**src/rtl/mem_port_arbiter_if.sv**
```systemverilog
// Bus bundle between the fetch/data requesters, the arbiter and the shared memory macro.
// slave = arbiter side, master = requesters plus memory model.
interface mem_port_arbiter_if #(
    parameter int ADDR_W = 32,
    parameter int DATA_W = 32
);
    logic              if_req;
    logic [ADDR_W-1:0] if_addr;
    logic              if_gnt;
    logic              if_rvalid;
    logic [DATA_W-1:0] if_rdata;

    logic              d_req;
    logic              d_we;
    logic [ADDR_W-1:0] d_addr;
    logic [DATA_W-1:0] d_wdata;
    logic              d_gnt;
    logic              d_rvalid;
    logic [DATA_W-1:0] d_rdata;

    logic              mem_en;
    logic              mem_we;
    logic [ADDR_W-1:0] mem_addr;
    logic [DATA_W-1:0] mem_wdata;
    logic [DATA_W-1:0] mem_rdata;

    modport slave (
        input  if_req, if_addr, d_req, d_we, d_addr, d_wdata, mem_rdata,
        output if_gnt, if_rvalid, if_rdata, d_gnt, d_rvalid, d_rdata,
               mem_en, mem_we, mem_addr, mem_wdata
    );

    modport master (
        output if_req, if_addr, d_req, d_we, d_addr, d_wdata, mem_rdata,
        input  if_gnt, if_rvalid, if_rdata, d_gnt, d_rvalid, d_rdata,
               mem_en, mem_we, mem_addr, mem_wdata
    );
endinterface

```
**src/rtl/mem_port_arbiter.sv**
```systemverilog
// Two-port (fetch / load-store) arbiter for a single-port memory: one access in flight,
// round-robin on ties, fixed MEM_LAT read latency, every output registered.
module mem_port_arbiter #(
    parameter int ADDR_W  = 32,
    parameter int DATA_W  = 32,
    parameter int MEM_LAT = 1
) (
    input  logic               clk,
    input  logic               rst,
    mem_port_arbiter_if.slave  bus
);
    typedef enum logic [1:0] {IDLE, ACCESS, WAIT, CAPTURE} state_t;
    typedef enum logic {PORT_IF, PORT_D} port_t;

    state_t     state, state_n;
    port_t      last_owner;
    logic       sel_we;
    logic [2:0] cnt;
    logic       take;
    logic       pick_d;

    always_ff @(posedge clk) begin
        if (rst) state <= IDLE;
        else     state <= state_n;
    end

    // A tie goes to whichever port did not own the previous access.
    always_comb begin
        state_n = state;
        take    = 1'b0;
        pick_d  = 1'b0;
        case (state)
            IDLE: begin
                if (bus.if_req || bus.d_req) begin
                    take    = 1'b1;
                    pick_d  = bus.d_req && (!bus.if_req || last_owner == PORT_IF);
                    state_n = ACCESS;
                end
            end
            ACCESS:  state_n = (MEM_LAT > 1) ? WAIT : CAPTURE;
            WAIT:    if (cnt == 3'd1) state_n = CAPTURE;
            CAPTURE: state_n = IDLE;
            default: state_n = IDLE;
        endcase
    end

    // Outputs are set on the edge that enters the state they belong to, so gnt/mem_en
    // are high during ACCESS and rvalid is high in the cycle after CAPTURE.
    always_ff @(posedge clk) begin
        if (rst) begin
            last_owner    <= PORT_D;
            sel_we        <= 1'b0;
            cnt           <= '0;
            bus.if_gnt    <= 1'b0;
            bus.if_rvalid <= 1'b0;
            bus.if_rdata  <= '0;
            bus.d_gnt     <= 1'b0;
            bus.d_rvalid  <= 1'b0;
            bus.d_rdata   <= '0;
            bus.mem_en    <= 1'b0;
            bus.mem_we    <= 1'b0;
            bus.mem_addr  <= '0;
            bus.mem_wdata <= '0;
        end else begin
            bus.if_gnt    <= 1'b0;
            bus.d_gnt     <= 1'b0;
            bus.mem_en    <= 1'b0;
            bus.mem_we    <= 1'b0;
            bus.if_rvalid <= 1'b0;
            bus.d_rvalid  <= 1'b0;

            if (take) begin
                last_owner    <= pick_d ? PORT_D : PORT_IF;
                sel_we        <= pick_d && bus.d_we;
                bus.if_gnt    <= !pick_d;
                bus.d_gnt     <= pick_d;
                bus.mem_en    <= 1'b1;
                bus.mem_we    <= pick_d && bus.d_we;
                bus.mem_addr  <= pick_d ? bus.d_addr : bus.if_addr;
                bus.mem_wdata <= pick_d ? bus.d_wdata : '0;
            end

            if (state == ACCESS)    cnt <= 3'(MEM_LAT - 1);
            else if (state == WAIT) cnt <= cnt - 3'd1;

            if (state == CAPTURE) begin
                if (last_owner == PORT_D) begin
                    bus.d_rvalid <= 1'b1;
                    bus.d_rdata  <= sel_we ? '0 : bus.mem_rdata;
                end else begin
                    bus.if_rvalid <= 1'b1;
                    bus.if_rdata  <= bus.mem_rdata;
                end
            end
        end
    end
endmodule
```
**src/flat_wrapper.sv**
```systemverilog
// flat-port wrapper written by rule: the top's interface ports become plain ports
module mem_port_arbiter_flat 
#(
    parameter int ADDR_W  = 32,
    parameter int DATA_W  = 32,
    parameter int MEM_LAT = 1
)
  (clk, rst, bus_if_req, bus_if_addr, bus_d_req, bus_d_we, bus_d_addr, bus_d_wdata, bus_mem_rdata, bus_if_gnt, bus_if_rvalid, bus_if_rdata, bus_d_gnt, bus_d_rvalid, bus_d_rdata, bus_mem_en, bus_mem_we, bus_mem_addr, bus_mem_wdata);
  mem_port_arbiter_if #(.ADDR_W(ADDR_W), .DATA_W(DATA_W)) bus_i ();
  input  logic clk;
  input  logic rst;
  input wire logic [$bits(bus_i.if_req)-1:0] bus_if_req;
  input wire logic [$bits(bus_i.if_addr)-1:0] bus_if_addr;
  input wire logic [$bits(bus_i.d_req)-1:0] bus_d_req;
  input wire logic [$bits(bus_i.d_we)-1:0] bus_d_we;
  input wire logic [$bits(bus_i.d_addr)-1:0] bus_d_addr;
  input wire logic [$bits(bus_i.d_wdata)-1:0] bus_d_wdata;
  input wire logic [$bits(bus_i.mem_rdata)-1:0] bus_mem_rdata;
  output wire logic [$bits(bus_i.if_gnt)-1:0] bus_if_gnt;
  output wire logic [$bits(bus_i.if_rvalid)-1:0] bus_if_rvalid;
  output wire logic [$bits(bus_i.if_rdata)-1:0] bus_if_rdata;
  output wire logic [$bits(bus_i.d_gnt)-1:0] bus_d_gnt;
  output wire logic [$bits(bus_i.d_rvalid)-1:0] bus_d_rvalid;
  output wire logic [$bits(bus_i.d_rdata)-1:0] bus_d_rdata;
  output wire logic [$bits(bus_i.mem_en)-1:0] bus_mem_en;
  output wire logic [$bits(bus_i.mem_we)-1:0] bus_mem_we;
  output wire logic [$bits(bus_i.mem_addr)-1:0] bus_mem_addr;
  output wire logic [$bits(bus_i.mem_wdata)-1:0] bus_mem_wdata;
  assign bus_i.if_req = bus_if_req;
  assign bus_i.if_addr = bus_if_addr;
  assign bus_i.d_req = bus_d_req;
  assign bus_i.d_we = bus_d_we;
  assign bus_i.d_addr = bus_d_addr;
  assign bus_i.d_wdata = bus_d_wdata;
  assign bus_i.mem_rdata = bus_mem_rdata;
  assign bus_if_gnt = bus_i.if_gnt;
  assign bus_if_rvalid = bus_i.if_rvalid;
  assign bus_if_rdata = bus_i.if_rdata;
  assign bus_d_gnt = bus_i.d_gnt;
  assign bus_d_rvalid = bus_i.d_rvalid;
  assign bus_d_rdata = bus_i.d_rdata;
  assign bus_mem_en = bus_i.mem_en;
  assign bus_mem_we = bus_i.mem_we;
  assign bus_mem_addr = bus_i.mem_addr;
  assign bus_mem_wdata = bus_i.mem_wdata;
  mem_port_arbiter #(.ADDR_W(ADDR_W), .DATA_W(DATA_W), .MEM_LAT(MEM_LAT)) u_core (.clk(clk), .rst(rst), .bus(bus_i));
endmodule
```
**config.mk**
```make
export PLATFORM = sky130hd
export DESIGN_NAME = mem_port_arbiter_flat
export DESIGN_NICKNAME = d
export VERILOG_FILES = /design/src/rtl/mem_port_arbiter_if.sv /design/src/rtl/mem_port_arbiter.sv /design/src/flat_wrapper.sv
export SDC_FILE = /design/constraint.sdc
export NUM_CORES = 1
export LEC_CHECK = 0
export BUFFER_PORTS_ARGS = -buffer_cell sky130_fd_sc_hd__buf_4
export CAP_MARGIN = 20
export CORE_MARGIN = 2
export CORE_UTILIZATION = 41
export DETAILED_ROUTE_END_ITERATION = 8
export GPL_TIMING_DRIVEN = 0
export PLACE_DENSITY = 0.76
export SYNTH_ARGS = -nofsm -noshare
export SYNTH_HDL_FRONTEND = slang
export SYNTH_SLANG_ARGS = --single-unit
export TNS_END_PERCENT = 10
```
**constraint.sdc**
```tcl
create_clock -name clk -period 1.5 [get_ports clk]
set_clock_uncertainty 0.2 [all_clocks]
set_input_delay 0.075 -clock clk [delete_from_list [all_inputs] [get_ports clk]]
set_output_delay 0.075 -clock clk [all_outputs]
set_load 0.005 [all_outputs]
```
; ---- Yosys cells after proc, flatten, opt, wreduce, memory -nomap -nowiden
; Index checks and enable logic that the tools add are counted.
[word_totals]
ff_bits = 141
inputBits = 133
out_inout_bits = 134
wordCells = 51
[op_classes]
addsub = 1
n_eq_ne = 6
n_mux = 14
n_bitwise = 3
reduce_logical = 13
[op_table]
columns = operator, n
row1 = 2-to-1 mux 32 bit, 3
row2 = 2-to-1 mux 1 bit, 8
row3 = case mux 2 bit (4 select lines), 1
row4 = AND reduction 2 bit, 3
row5 = OR reduction 2 bit, 3
row6 = equality test 2 bit (second input constant), 2
row7 = 2-to-1 mux 2 bit, 2
row8 = != test 2 x 1 -> 1 bit (second input constant), 2
row9 = equality test 3 x 1 -> 1 bit (second input constant), 1
row10 = inverter 1 bit, 3
row11 = subtractor 3 x 1 -> 3 bit (second input constant), 1
row12 = equality test 2 x 1 -> 1 bit (second input constant), 1
row13 = logical AND 1 bit, 2
row14 = logical NOT 1 bit, 2
row15 = logical NOT 2 bit, 1
row16 = logical OR 1 bit, 2

; ---- Longest topological paths before layout
; Gate-level depths: netlist of run 1.
[depth]
depth_word = 6
ltp_mapped = 7

; ---- Least setup slack after synthesis of run 1
; OpenSTA, ideal clock, no wires.
[synth_timing]
path_type = register to register
from = register u_core.state[0]
to = register u_core.bus.mem_wdata[10] (netlist bit)
setup_ps = 128
t_arrival_ps = 1330
t_required_ps = 1172
path_slack_ps = -158
path_stages_with_launch = 8
path_buffers = 2
synth_period_minus_slack_ps = 1658
cell_sequence = dfxtp_1 inv_1 ha_1 and2_4 buf_6 buf_4 a32oi_1 nor2_1
[synth_between]
elab_chain_len = 3
word_cells_on_any_way = 4
[synth_rtl]
columns = element, line
row1 = "start, declared", mem_port_arbiter.sv:15  ; state_t state, state_n;
row2 = "start signal, assigned", mem_port_arbiter.sv:24  ; else state <= state_n;
row3 = logical NOT 2 bit *, mem_port_arbiter.sv:32  ; case (state)
row4 = 2-to-1 mux 1 bit, mem_port_arbiter.sv:32
row5 = 2-to-1 mux 32 bit, mem_port_arbiter.sv:80  ; bus.mem_wdata <= pick_d ? bus.d_wdata : '0;
row6 = "end signal, assigned", mem_port_arbiter.sv:80
row7 = "end, declared", mem_port_arbiter_if.sv:30  ; mem_en, mem_we, mem_addr, mem_wdata
; Every way passes the cells marked *; elsewhere a longest branch is shown, timed or not.
; A chain may end at the register's enable or synchronous reset.

; ---- Worst setup path after layout of run 1
[layout_timing]
from = register u_core.state[0]
to = register u_core.bus.mem_addr[22] (netlist bit)
[layout_between]
elab_chain_len = 3
word_cells_on_any_way = 4
[layout_rtl]
columns = element, line
row1 = logical NOT 2 bit *, mem_port_arbiter.sv:32
row2 = 2-to-1 mux 1 bit, mem_port_arbiter.sv:32
row3 = 2-to-1 mux 32 bit, mem_port_arbiter.sv:79  ; bus.mem_addr <= pick_d ? bus.d_addr : bus.if_addr;
row4 = "end signal, assigned", mem_port_arbiter.sv:79
row5 = "end, declared", mem_port_arbiter_if.sv:30
; Marked as above.

==> results of run 1 <==
cell type report:
type	instances	area, µm²	area share [%]
plain buffers	57	549	5.36
clock buffers	18	439	4.29
clock inverters	14	180	1.76
inverters	4	20.0	0.195
multi-input cells	365	2500	24.4
flip-flops and latches	141	2830	27.7
well taps	172	215	2.10
repair buffers	414	3510	34.2
timing repair:
action,in CTS,in global routing
setup buffers,10,5
cloned,2,2
pin swaps,23,30
setup endpoints to repair,130,134
gates resized for setup,104,66
endpoints found under the hold margin,136,7
routing by layer:
metal / routed length, µm / share of wire, % / up-vias
met3: 1480 / 6.4 / 76
met5: 0 / 0 / -
met2: 11800 / 51 / 357
met4: 886 / 3.9 / 0
met1: 8770 / 38 / 3141
li1: - / - / 2922
power by group:
part | leakage [nW] | internal (mW) | total (mW) | switching, mW
registers | 1.15 | 4.38 | 4.80 | 0.422
logic | 3.00 | 2.58 | 4.93 | 2.36
clock network | 0.298 | 2.69 | 4.44 | 1.75
total | 4.45 | 9.64 | 14.2 | 4.53
kinds of logic (layout without fill, tap and decap cells):
logic type	Yosys count	count (layout)
AO/OA/AOI/OAI	199	199
AND/OR/NAND/NOR	156	156
flip-flops	141	141
buffers and inverters	61	507
adder cells (fa/ha/maj)	6	6
XOR/XNOR	2	2
multiplexers	2	2
placed cells by master, fill, tap and decap left out, drive strengths merged, types with 2 or more instances in the layout:
cell,Yosys,layout
nand2b,5,5
and2,2,2
dfxtp,141,141
buf,46,330
bufinv,0,3
nand3,33,33
o21ai,34,34
clkinv,0,4
inv,4,9
nand2,68,68
dlygate4sd3,0,130
a31oi,32,32
nor3,4,4
a32oi,33,33
a22o,32,32
nor2,41,41
a21oi,33,33
clkinvlp,0,2
ha,6,6
o21bai,32,32
clkbuf,11,29
sequential cells by signal, indices dropped and copies added (netlist names), 2 cells and up:
signal                count
u_core.state              2
u_core.bus.d_rdata       32
u_core.cnt                3
u_core.bus.mem_addr      32
u_core.bus.if_rdata      32
u_core.bus.mem_wdata     32
metrics by stage:
step / TNS (ps) / hold WS (ps) / util [%] / total power [mW]
after global routing: -17840 / -97.1 / 81.2 / 14.7
after CTS: -6000 / -131 / 78.5 / 13.5
after floorplan: -332 / 0.509 / - / 6.55
after global placement: -20150 / 98.5 / 59.8 / 8.13
final: -9150 / -108 / 81.2 / 14.2
after detailed placement: -26390 / 100 / 59.8 / 8.27
worst min path at each step:
stage,start,end,depth (start not counted)
6_report,rst,u_core.cnt[1],3
2_1_floorplan,bus_mem_rdata[10],u_core.bus.d_rdata[10],1
4_1_cts,rst,u_core.cnt[1],3
3_5_place_dp,bus_mem_rdata[10],u_core.bus.d_rdata[10],2
3_3_place_gp,bus_mem_rdata[21],u_core.bus.d_rdata[21],2
5_1_grt,rst,u_core.cnt[1],3
worst max-delay path, delay by kind of cell, from the launching register on:
kind | cells | cell delay, ps
fa+ha+maj | 1 | 180
compound gates | 3 | 470
buf+inv | 3 | 360
flops | 1 | 360
==> summary.txt, run 1 <==
Layout
  • Final instance area: 0.0102 mm²
  • Area Overhead vs Synth: 92.7%
  • N_diodes: 0
  • Fraction of layout cells with a size suffix above 1: 42.5%
  • # nets final: 1139
  • Fill cells: 705
  • Fin cells: 1185

STA
  • Worst-Margin Slew: 541 ps
  • Final Hold Vio Count: 9
  • Period Utilization, post-route: 112%
  • Worst Hold Slack: -108 ps
  • FMAX: 0.598 GHz
  • Final setup margin: -174 ps
  • Max-Slew Margin vs Limit: 63.9%
  • Fin. max-slew vios: 0
  • Minimum clock period: 1670 ps
  • Setup violators final: 126
  • RSZ-0062 raised after global routing: true

Synthesis
  • Post-synthesis sequential area ratio: 53.1%
  • Post-synth EDFFs: 0
  • Post-synth top area share: 53.1%
  • Post-Syn Area: 0.00532 mm²
  • List of most frequent post-synthesis cells: dfxtp_1 (141), nand2_1 (68), nor2_1 (41)
  • Synthesis Warnings: 0
  • Multiplexer area fraction after synthesis: 0.400%
  • Yosys reg bits: 141
  • Distinct cells, synth: 33
  • Post-synth ARST share: 0%
  • Synth Area in XOR/XNOR: 0.329%
  • Synth area leaders: dfxtp_1 (53%), a32oi_1 (5.4%), a22o_1 (5.3%)
  • Syn Nets: 706
  • Area share of and/or/nand/nor cells after synthesis: 12.6%
  • Synth Flop Type: dfxtp_1
  • Syn Inst Count: 567
  • Avg Cell Area, Syn: 9.38 µm²
  • Synth Area in Adders: 1.41%
  • Area leader, netlist: dfxtp_1
  • Largest family of logic cells by synthesized area: compound AO/OA/AOI/OAI gates
  • Synth Area in Compound Gates: 25.8%
  • Most common cell in the netlist: dfxtp_1

Place
  • Hpwl dp: 12800 µm
  • Placement Setup Slack: -316 ps
  • Area after DPL: 0.00755 mm²
  • Cell count after placement: 1005
  • Placer Congestion: 0.797
  • # port buffers: 266

Floorplan
  • Die Footprint: 0.0139 mm²
  • Die width: 118 µm
  • Core Rows: 41
  • I/O Pins: 267
  • Core footprint: 0.0126 mm²
  • Die Ht: 118 µm
  • Initial core utilization: 42.1%

Critical path
  • Cells along the critical path: inv_4, ha_4, o21a_1, buf_6, buf_8, o21bai_1, a31oi_1
  • Register-to-Register Path Depth: 7
  • CP startpoint: u_core.state[0]
  • CP endpoint: u_core.bus.mem_addr[22]
  • Reg-to-reg critical path endpoint: u_core.bus.mem_addr[22]
  • CP max-delay cell: dfxtp_4
  • Critical Path End Type: flip-flop
  • Setup crit start kind: flip-flop
  • Biggest cell delay along the critical path: 360 ps
  • Worst Path Required: 1630 ps
  • Reg-to-Reg Start: u_core.state[0]
  • Critical path class: flip-flop to flip-flop
  • CP Max Fanout: 9
  • CP arrival: 1810 ps
  • R2R setup slack: -170 ps

Global route
  • Met1 Use GR: 33.7%
  • Gr busiest metal: met2
  • Vias in the first global route: 6726
  • Global-route wire length before repair: 34300 µm
  • Met3 Track Usage GR: 7.56%
  • Total grt overflow: 0
  • Met2 usage: 54.3%
  • GRT Util Overall: 30.6%
  • Initial antenna violation count: 0
  • Largest net degree at the start of global routing: 17

Drt
  • ANT nets after route: 0
  • Vias per cell: 5.48
  • First DRT Iteration DRCs: 448
  • Via Count: 6496
  • Detailed Routing Iterations Pass 1: 5
  • WL per Instance: 19.4 µm
  • Post-route DRC: 0
  • Drt total wl: 23000 µm

Status
  • Violated checks: negative hold slack, negative setup slack
  • Run status: finished, violations left

Clock tree
  • CTS tree: yes
  • Clk sinks: 141
  • Maximum level of the CTS H-tree: 4
  • Clk pin slew, worst setup/hold paths: 60 ps
  • Largest buffer count on any clock path: 2
  • CTS root buf: clkbuf_16
  • Hold buffer count at CTS: 130
  • Cts bufs inserted: 17
  • Skew-Pair Late Insertion Delay: 420 ps

Min path
  • HP Class: input pin to flip-flop

Pwr
  • P per Cell Area: 1380 mW/mm²
  • Pleak: 4.45 nW
  • Peak supply drop: 949 µV

Flow run
  • Max-Cap Viols: 0
No activity file was read; power rests on OpenSTA's default activity.
==> run 2, diff against run 1 <==
--- a/config.mk
+++ b/config.mk
@@ -11,7 +11,7 @@
 export CORE_UTILIZATION = 41
 export DETAILED_ROUTE_END_ITERATION = 8
 export GPL_TIMING_DRIVEN = 0
-export PLACE_DENSITY = 0.76
+export PLACE_DENSITY = 0.8
 export SYNTH_ARGS = -nofsm -noshare
 export SYNTH_HDL_FRONTEND = slang
 export SYNTH_SLANG_ARGS = --single-unit
==> constraint.sdc (replaced) <==
create_clock -name clk -period 1.4 [get_ports clk]
set_clock_uncertainty 0.2 [all_clocks]
set_input_delay 0.07 -clock clk [delete_from_list [all_inputs] [get_ports clk]]
set_output_delay 0.07 -clock clk [all_outputs]
set_load 0.005 [all_outputs]
==> run 2 against run 1 <==
The run ends with negative setup slack left. Non-clock buffer count shrank 4. Global-route usage shrank 0.29 points. Critical path type unchanged. Sequential power grew 6.7%.
==> summary.txt, run 2 (same netlist as run 1, synthesis figures left out) <==
Floorplan
  • I/O Pins: 267 (unchanged)
  • Die Ht: 118 µm (unchanged)
  • Initial core utilization: 42.1% (unchanged)
  • Core footprint: 0.0126 mm² (unchanged)
  • Die width: 118 µm (unchanged)
  • Die Footprint: 0.0139 mm² (unchanged)
  • Core Rows: 41 (unchanged)

Clock tree
  • CTS root buf: clkbuf_16 (unchanged)
  • Clk pin slew, worst setup/hold paths: 60 ps (about the same)
  • CTS tree: yes (unchanged)
  • Skew-Pair Late Insertion Delay: 410 ps (was 420 ps)
  • Largest buffer count on any clock path: 2 (unchanged)
  • Clk sinks: 141 (unchanged)
  • Cts bufs inserted: 17 (unchanged)
  • Maximum level of the CTS H-tree: 4 (unchanged)

Drt
  • First DRT Iteration DRCs: 449 (was 448)
  • ANT nets after route: 0 (unchanged)
  • Via Count: 6494 (was 6496)
  • Post-route DRC: 0 (unchanged)
  • WL per Instance: 19.2 µm (was 19.4 µm)
  • Vias per cell: 5.51 (was 5.48)
  • Detailed Routing Iterations Pass 1: 5 (unchanged)
  • Drt total wl: 22700 µm (was 23000 µm)

Global route
  • Vias in the first global route: 6506 (was 6726)
  • Global-route wire length before repair: 33500 µm (was 34300 µm)
  • Total grt overflow: 0 (unchanged)
  • Initial antenna violation count: 0 (unchanged)
  • Largest net degree at the start of global routing: 17 (unchanged)
  • GRT Util Overall: 30.4% (was 30.6%)

Critical path
  • Worst Path Required: 1480 ps (was 1630 ps)
  • Reg-to-Reg Start: u_core.state[0] (unchanged)
  • Critical path class: flip-flop to flip-flop (unchanged)
  • Reg-to-reg critical path endpoint: u_core.bus.mem_wdata[4] (was u_core.bus.mem_addr[22])
  • R2R setup slack: -290 ps (was -170 ps)
  • CP Max Fanout: 6 (was 9)
  • CP endpoint: u_core.bus.mem_wdata[4] (was u_core.bus.mem_addr[22])
  • CP startpoint: u_core.state[0] (unchanged)
  • CP arrival: 1770 ps (was 1810 ps)
  • Setup crit start kind: flip-flop (unchanged)
  • Register-to-Register Path Depth: 7 (unchanged)
  • Critical Path End Type: flip-flop (unchanged)

Layout
  • Area Overhead vs Synth: 85.8% (was 92.7%)
  • N_diodes: 0 (unchanged)
  • Fill cells: 785 (was 705)
  • # nets final: 1135 (was 1139)
  • Commonest cells after routing, fill and taps aside: buf_4 (285), dfxtp_1 (138), dlygate4sd3_1 (135) (was buf_4 (290), dfxtp_1 (138), dlygate4sd3_1 (130))
  • Commonest non-fill, non-tap cell in the layout: buf_4 (unchanged)
  • Final instance area: 0.00988 mm² (was 0.0102 mm²)
  • Multi-input gate area: 0.00234 mm² (was 0.00250 mm²)
  • Fraction of layout cells with a size suffix above 1: 38.3% (was 42.5%)
  • FF+latch area: 0.00283 mm² (about the same)

Flow run
  • Max-Cap Viols: 0 (unchanged)

STA
  • Setup TNS: -17810 ps (was -9150 ps)
  • Final Hold Vio Count: 0 (was 9)
  • Fin. max-slew vios: 0 (unchanged)
  • Minimum clock period: 1690 ps (was 1670 ps)
  • Worst Hold Slack: 30.5 ps (was -108 ps)
  • Final setup margin: -285 ps (was -174 ps)
  • RSZ-0062 raised after global routing: true (unchanged)
  • Max-Slew Margin vs Limit: 64.8% (was 63.9%)
  • Period Utilization, post-route: 120% (was 112%)
  • Setup violators final: 130 (was 126)
  • Worst-Margin Slew: 528 ps (was 541 ps)
  • FMAX: 0.593 GHz (was 0.598 GHz)

Place
  • Area after DPL: 0.00756 mm² (was 0.00755 mm²)
  • Hpwl dp: 12200 µm (was 12800 µm)
  • # port buffers: 266 (unchanged)
  • Placement Setup Slack: -370 ps (was -316 ps)
  • Placer Congestion: 0.868 (was 0.797)

Pwr
  • Peak supply drop: 1060 µV (was 949 µV)
  • Pleak: 4.34 nW (was 4.45 nW)
  • P per Cell Area: 1460 mW/mm² (was 1380 mW/mm²)
  • Pwr Total: 14.4 mW (was 14.2 mW)

Status
  • Violated checks: negative setup slack (was negative hold slack, negative setup slack)
  • Run status: finished, violations left (unchanged)

Min path
  • HP Class: input pin to flip-flop (unchanged)
## run 2: cell types whose count changed in the layout (fill, tap and decap cells not counted), moves of 4 or more
cell	change
o21ai_0	+8
buf_8	-10
a21oi_1	+20
o21ai_2	-6
clkinv_2	+4
dlygate4sd3_1	+5
a21oi_2	-18
inv_6	-5
buf_4	-5
clkbuf_4	+4
## run 2: through the flow
stage	utilization, %	std cells
finish	78.3	1179
global route	78.3	1179
CTS	76.2	1175
detailed placement	59.9	1005
global placement	59.9	1005
floorplan	-	567
## run 2: power by group
part,switching (mW),leakage [nW],total [mW],internal [mW]
logic,2.45,2.91,4.99,2.54
registers,0.431,1.15,5.12,4.68
clock network,1.65,0.275,4.32,2.68
## run 2: repair_timing
action / in CTS / in global routing
gates cloned: 0 / 3
endpoints found under the setup margin: 134 / 137
hold buffers: 135 / 0
endpoints found under the hold margin: 136 / 0
resized for setup: 39 / 60
setup buffers: 5 / 1
pin swaps: 9 / 9
## run 2: cell type report
type                       instances  share of cell area, %
timing repair buffer             410                   35.0
sequential                       141                   28.6
multi-input combinational        365                   23.7
buffer                            57                   4.76
clock buffer                      22                   4.70
tap                              172                   2.18
clock inverter                     8                  0.937
inverter                           4                  0.177
## run 2: worst min path at each step
stage,end,cells after the start,slack [ps],start
floorplan,u_core.bus.d_rdata[10],1,-4,bus_mem_rdata[10]
global placement,u_core.bus.d_rdata[0],2,90,bus_mem_rdata[0]
detailed placement,u_core.bus.d_rdata[27],2,100,bus_mem_rdata[27]
CTS,u_core.bus.mem_addr[27],5,1,bus_if_req
global route,u_core.bus.mem_addr[27],5,60,bus_if_req
finish,u_core.bus.mem_addr[29],5,30,bus_if_req
## run 2: layer usage
metal | GRT usage, % | wire length, µm
met5 | 0 | 0
met4 | 16.9 | 1220
met3 | 7.70 | 1690
met2 | 54.1 | 11400
met1 | 32.6 | 8340
## run 2: critical path, cell delays in order (launching register included)
cell	delay, ps
dfxtp_4	360
inv_4	40
ha_4	180
and2_4	160
buf_12	140
buf_8	140
a32oi_2	240
nor2_1	80
==> run 3, diff against run 2 <==
--- a/config.mk
+++ b/config.mk
@@ -12,6 +12,7 @@
 export DETAILED_ROUTE_END_ITERATION = 8
 export GPL_TIMING_DRIVEN = 0
 export PLACE_DENSITY = 0.8
+export SLEW_MARGIN = 20
 export SYNTH_ARGS = -nofsm -noshare
 export SYNTH_HDL_FRONTEND = slang
 export SYNTH_SLANG_ARGS = --single-unit
==> constraint.sdc (replaced) <==
create_clock -name clk -period 1.4 [get_ports clk]
set_clock_uncertainty 0.2 [all_clocks]
set_input_delay 0.14 -clock clk [delete_from_list [all_inputs] [get_ports clk]]
set_output_delay 0.14 -clock clk [all_outputs]
set_load 0.005 [all_outputs]
==> run 3 against run 2 <==
The flow finishes with violations (negative hold slack, negative setup slack). Fmax fell by 0.70%. Core utilization shrank 0.12 points. Total power is 0.80% higher. Register-to-register slack about the same. Final area decreased by 0.15%. Clock power about the same. Via count rose by 0.34%. First-iteration DRC count is 18% higher. Cell count fell by 0.17%. Critical path type unchanged.
==> summary.txt, run 3 (same netlist as run 1, synthesis figures left out) <==
Layout
  • # nets final: 1133 (was 1135)
  • N_diodes: 0 (unchanged)
  • Fin cells: 1177 (was 1179)
  • Commonest non-fill, non-tap cell in the layout: buf_4 (unchanged)
  • Fraction of layout cells with a size suffix above 1: 38.2% (was 38.3%)
  • Area Overhead vs Synth: 85.5% (was 85.8%)
  • Multi-input gate area: 0.00232 mm² (was 0.00234 mm²)
  • FF+latch area: 0.00283 mm² (unchanged)
  • Commonest cells after routing, fill and taps aside: buf_4 (283), dfxtp_1 (138), dlygate4sd3_1 (130) (was buf_4 (285), dfxtp_1 (138), dlygate4sd3_1 (135))
  • Fill cells: 797 (was 785)

Drt
  • WL per Instance: 19.5 µm (was 19.2 µm)
  • Detailed Routing Iterations Pass 1: 5 (unchanged)
  • Post-route DRC: 0 (unchanged)
  • Via Count: 6516 (was 6494)
  • Drt total wl: 23000 µm (was 22700 µm)
  • ANT nets after route: 0 (unchanged)
  • First DRT Iteration DRCs: 529 (was 449)
  • Vias per cell: 5.54 (was 5.51)

Floorplan
  • Die Footprint: 0.0139 mm² (unchanged)
  • Die width: 118 µm (unchanged)
  • Core Rows: 41 (unchanged)
  • I/O Pins: 267 (unchanged)
  • Die Ht: 118 µm (unchanged)
  • Core footprint: 0.0126 mm² (unchanged)
  • Initial core utilization: 42.1% (unchanged)

Min path
  • Hold path start: rst (was bus_if_req)
  • Worst hold path depth: 3 (was 5)
  • HP Class: input pin to flip-flop (unchanged)
  • Hold path endpoint: u_core.bus.d_rdata[31] (was u_core.bus.mem_addr[29])

Clock tree
  • Clk sinks: 141 (unchanged)
  • Maximum level of the CTS H-tree: 4 (unchanged)
  • Cts bufs inserted: 17 (unchanged)
  • Hold buffer count at CTS: 132 (was 135)
  • CTS root buf: clkbuf_16 (unchanged)
  • Skew-Pair Late Insertion Delay: 410 ps (about the same)
  • CTS tree: yes (unchanged)
  • Clk pin slew, worst setup/hold paths: 60 ps (about the same)
  • Largest buffer count on any clock path: 2 (unchanged)

Place
  • Placement Setup Slack: -370 ps (unchanged)
  • # port buffers: 266 (unchanged)
  • Hpwl dp: 12200 µm (unchanged)
  • Placer Congestion: 0.868 (unchanged)
  • Cell count after placement: 1005 (unchanged)

Critical path
  • Critical path class: flip-flop to flip-flop (unchanged)
  • CP arrival: 1780 ps (was 1770 ps)
  • Reg-to-reg critical path endpoint: u_core.bus.mem_wdata[4] (unchanged)
  • Worst Path Required: 1480 ps (about the same)
  • CP Max Fanout: 6 (unchanged)
  • Critical Path End Type: flip-flop (unchanged)
  • Reg-to-Reg Start: u_core.state[1] (was u_core.state[0])
  • Register-to-Register Path Depth: 7 (unchanged)
  • R2R setup slack: -300 ps (was -290 ps)
  • Setup crit start kind: flip-flop (unchanged)

Status
  • Violated checks: negative hold slack, negative setup slack (was negative setup slack)
  • Run status: finished, violations left (unchanged)

Flow run
  • Max-Cap Viols: 0 (unchanged)

STA
  • Final setup margin: -297 ps (was -285 ps)
  • Max-Slew Margin vs Limit: 63.6% (was 64.8%)
  • Worst Hold Slack: -4.35 ps (was 30.5 ps)
  • RSZ-0062 raised after global routing: true (unchanged)
  • Final Hold Vio Count: 2 (was 0)
  • Fin. max-slew vios: 0 (unchanged)
  • Minimum clock period: 1700 ps (was 1690 ps)
  • Setup violators final: 129 (was 130)
  • Period Utilization, post-route: 121% (was 120%)
  • Worst-Margin Slew: 546 ps (was 528 ps)
  • FMAX: 0.589 GHz (was 0.593 GHz)

Global route
  • Initial antenna violation count: 0 (unchanged)
  • GRT Util Overall: 30.5% (was 30.4%)
  • Vias in the first global route: 6539 (was 6506)
  • Total grt overflow: 0 (unchanged)
  • Global-route wire length before repair: 33700 µm (was 33500 µm)
  • Largest net degree at the start of global routing: 17 (unchanged)

Pwr
  • Pwr Total: 14.5 mW (was 14.4 mW)
  • P per Cell Area: 1470 mW/mm² (was 1460 mW/mm²)
  • Pleak: 4.35 nW (was 4.34 nW)
  • Peak supply drop: 866 µV (was 1060 µV)
==> run 3: cell type report <==
class | instances | area share [%]
well taps | 172 | 2.18
plain buffers | 57 | 4.92
clock buffers | 22 | 4.70
multi-input cells | 365 | 23.5
clock inverters | 8 | 0.938
inverters | 4 | 0.178
flip-flops and latches | 141 | 28.7
repair buffers | 408 | 34.9
==> run 3: power by group <==
part	switching, mW	internal [mW]
logic	2.48	2.58
clock network	1.66	2.68
registers	0.456	4.68
==> run 3: critical path, cell delays in order, from the launching register on <==
cell     delay (ps)
dfxtp_2         350
inv_2            50
ha_4            180
and2_4          160
buf_12          140
buf_8           140
a32oi_2         240
nor2_1           80
==> run 3: worst max path at each step <==
stage                               start                  endpoint  slack (ps)
after global placement    u_core.state[0]    u_core.bus.d_rdata[21]        -330
after global routing      u_core.state[1]   u_core.bus.mem_wdata[4]        -340
after CTS                 u_core.state[0]  u_core.bus.mem_wdata[19]        -210
after floorplan           u_core.state[1]  u_core.bus.mem_wdata[10]         -70
after detailed placement  u_core.state[0]    u_core.bus.d_rdata[28]        -370
final                     u_core.state[1]   u_core.bus.mem_wdata[4]        -300
==> run 3: what timing repair did <==
item / in CTS / in global routing
pin swaps: 9 / 15
gates cloned: 0 / 3
setup endpoints to repair: 134 / 138
setup buffers: 5 / 2
endpoints found under the hold margin: 134 / 1
gates resized for setup: 39 / 64
==> run 3: per-stage QoR <==
stage	util, %	instance area, µm²	hold slack (ps)	TNS (ps)
CTS	76.0	9590	-24.0	-16710
global placement	59.9	7560	160	-31810
floorplan	-	5350	65.5	-5960
global route	78.2	9870	-6.13	-27970
finish	78.2	9870	-4.35	-18430
detailed placement	59.9	7560	165	-34080
==> run 3: metal layers <==
layer,GRT usage [%],share of wire [%],up-vias,routed length (µm)
li1,-,-,2908,-
met1,32.6,36,3087,8300
met2,54.4,51,413,11600
met3,7.90,7.7,108,1760
met4,17.2,5.6,0,1290
met5,0,0,-,0
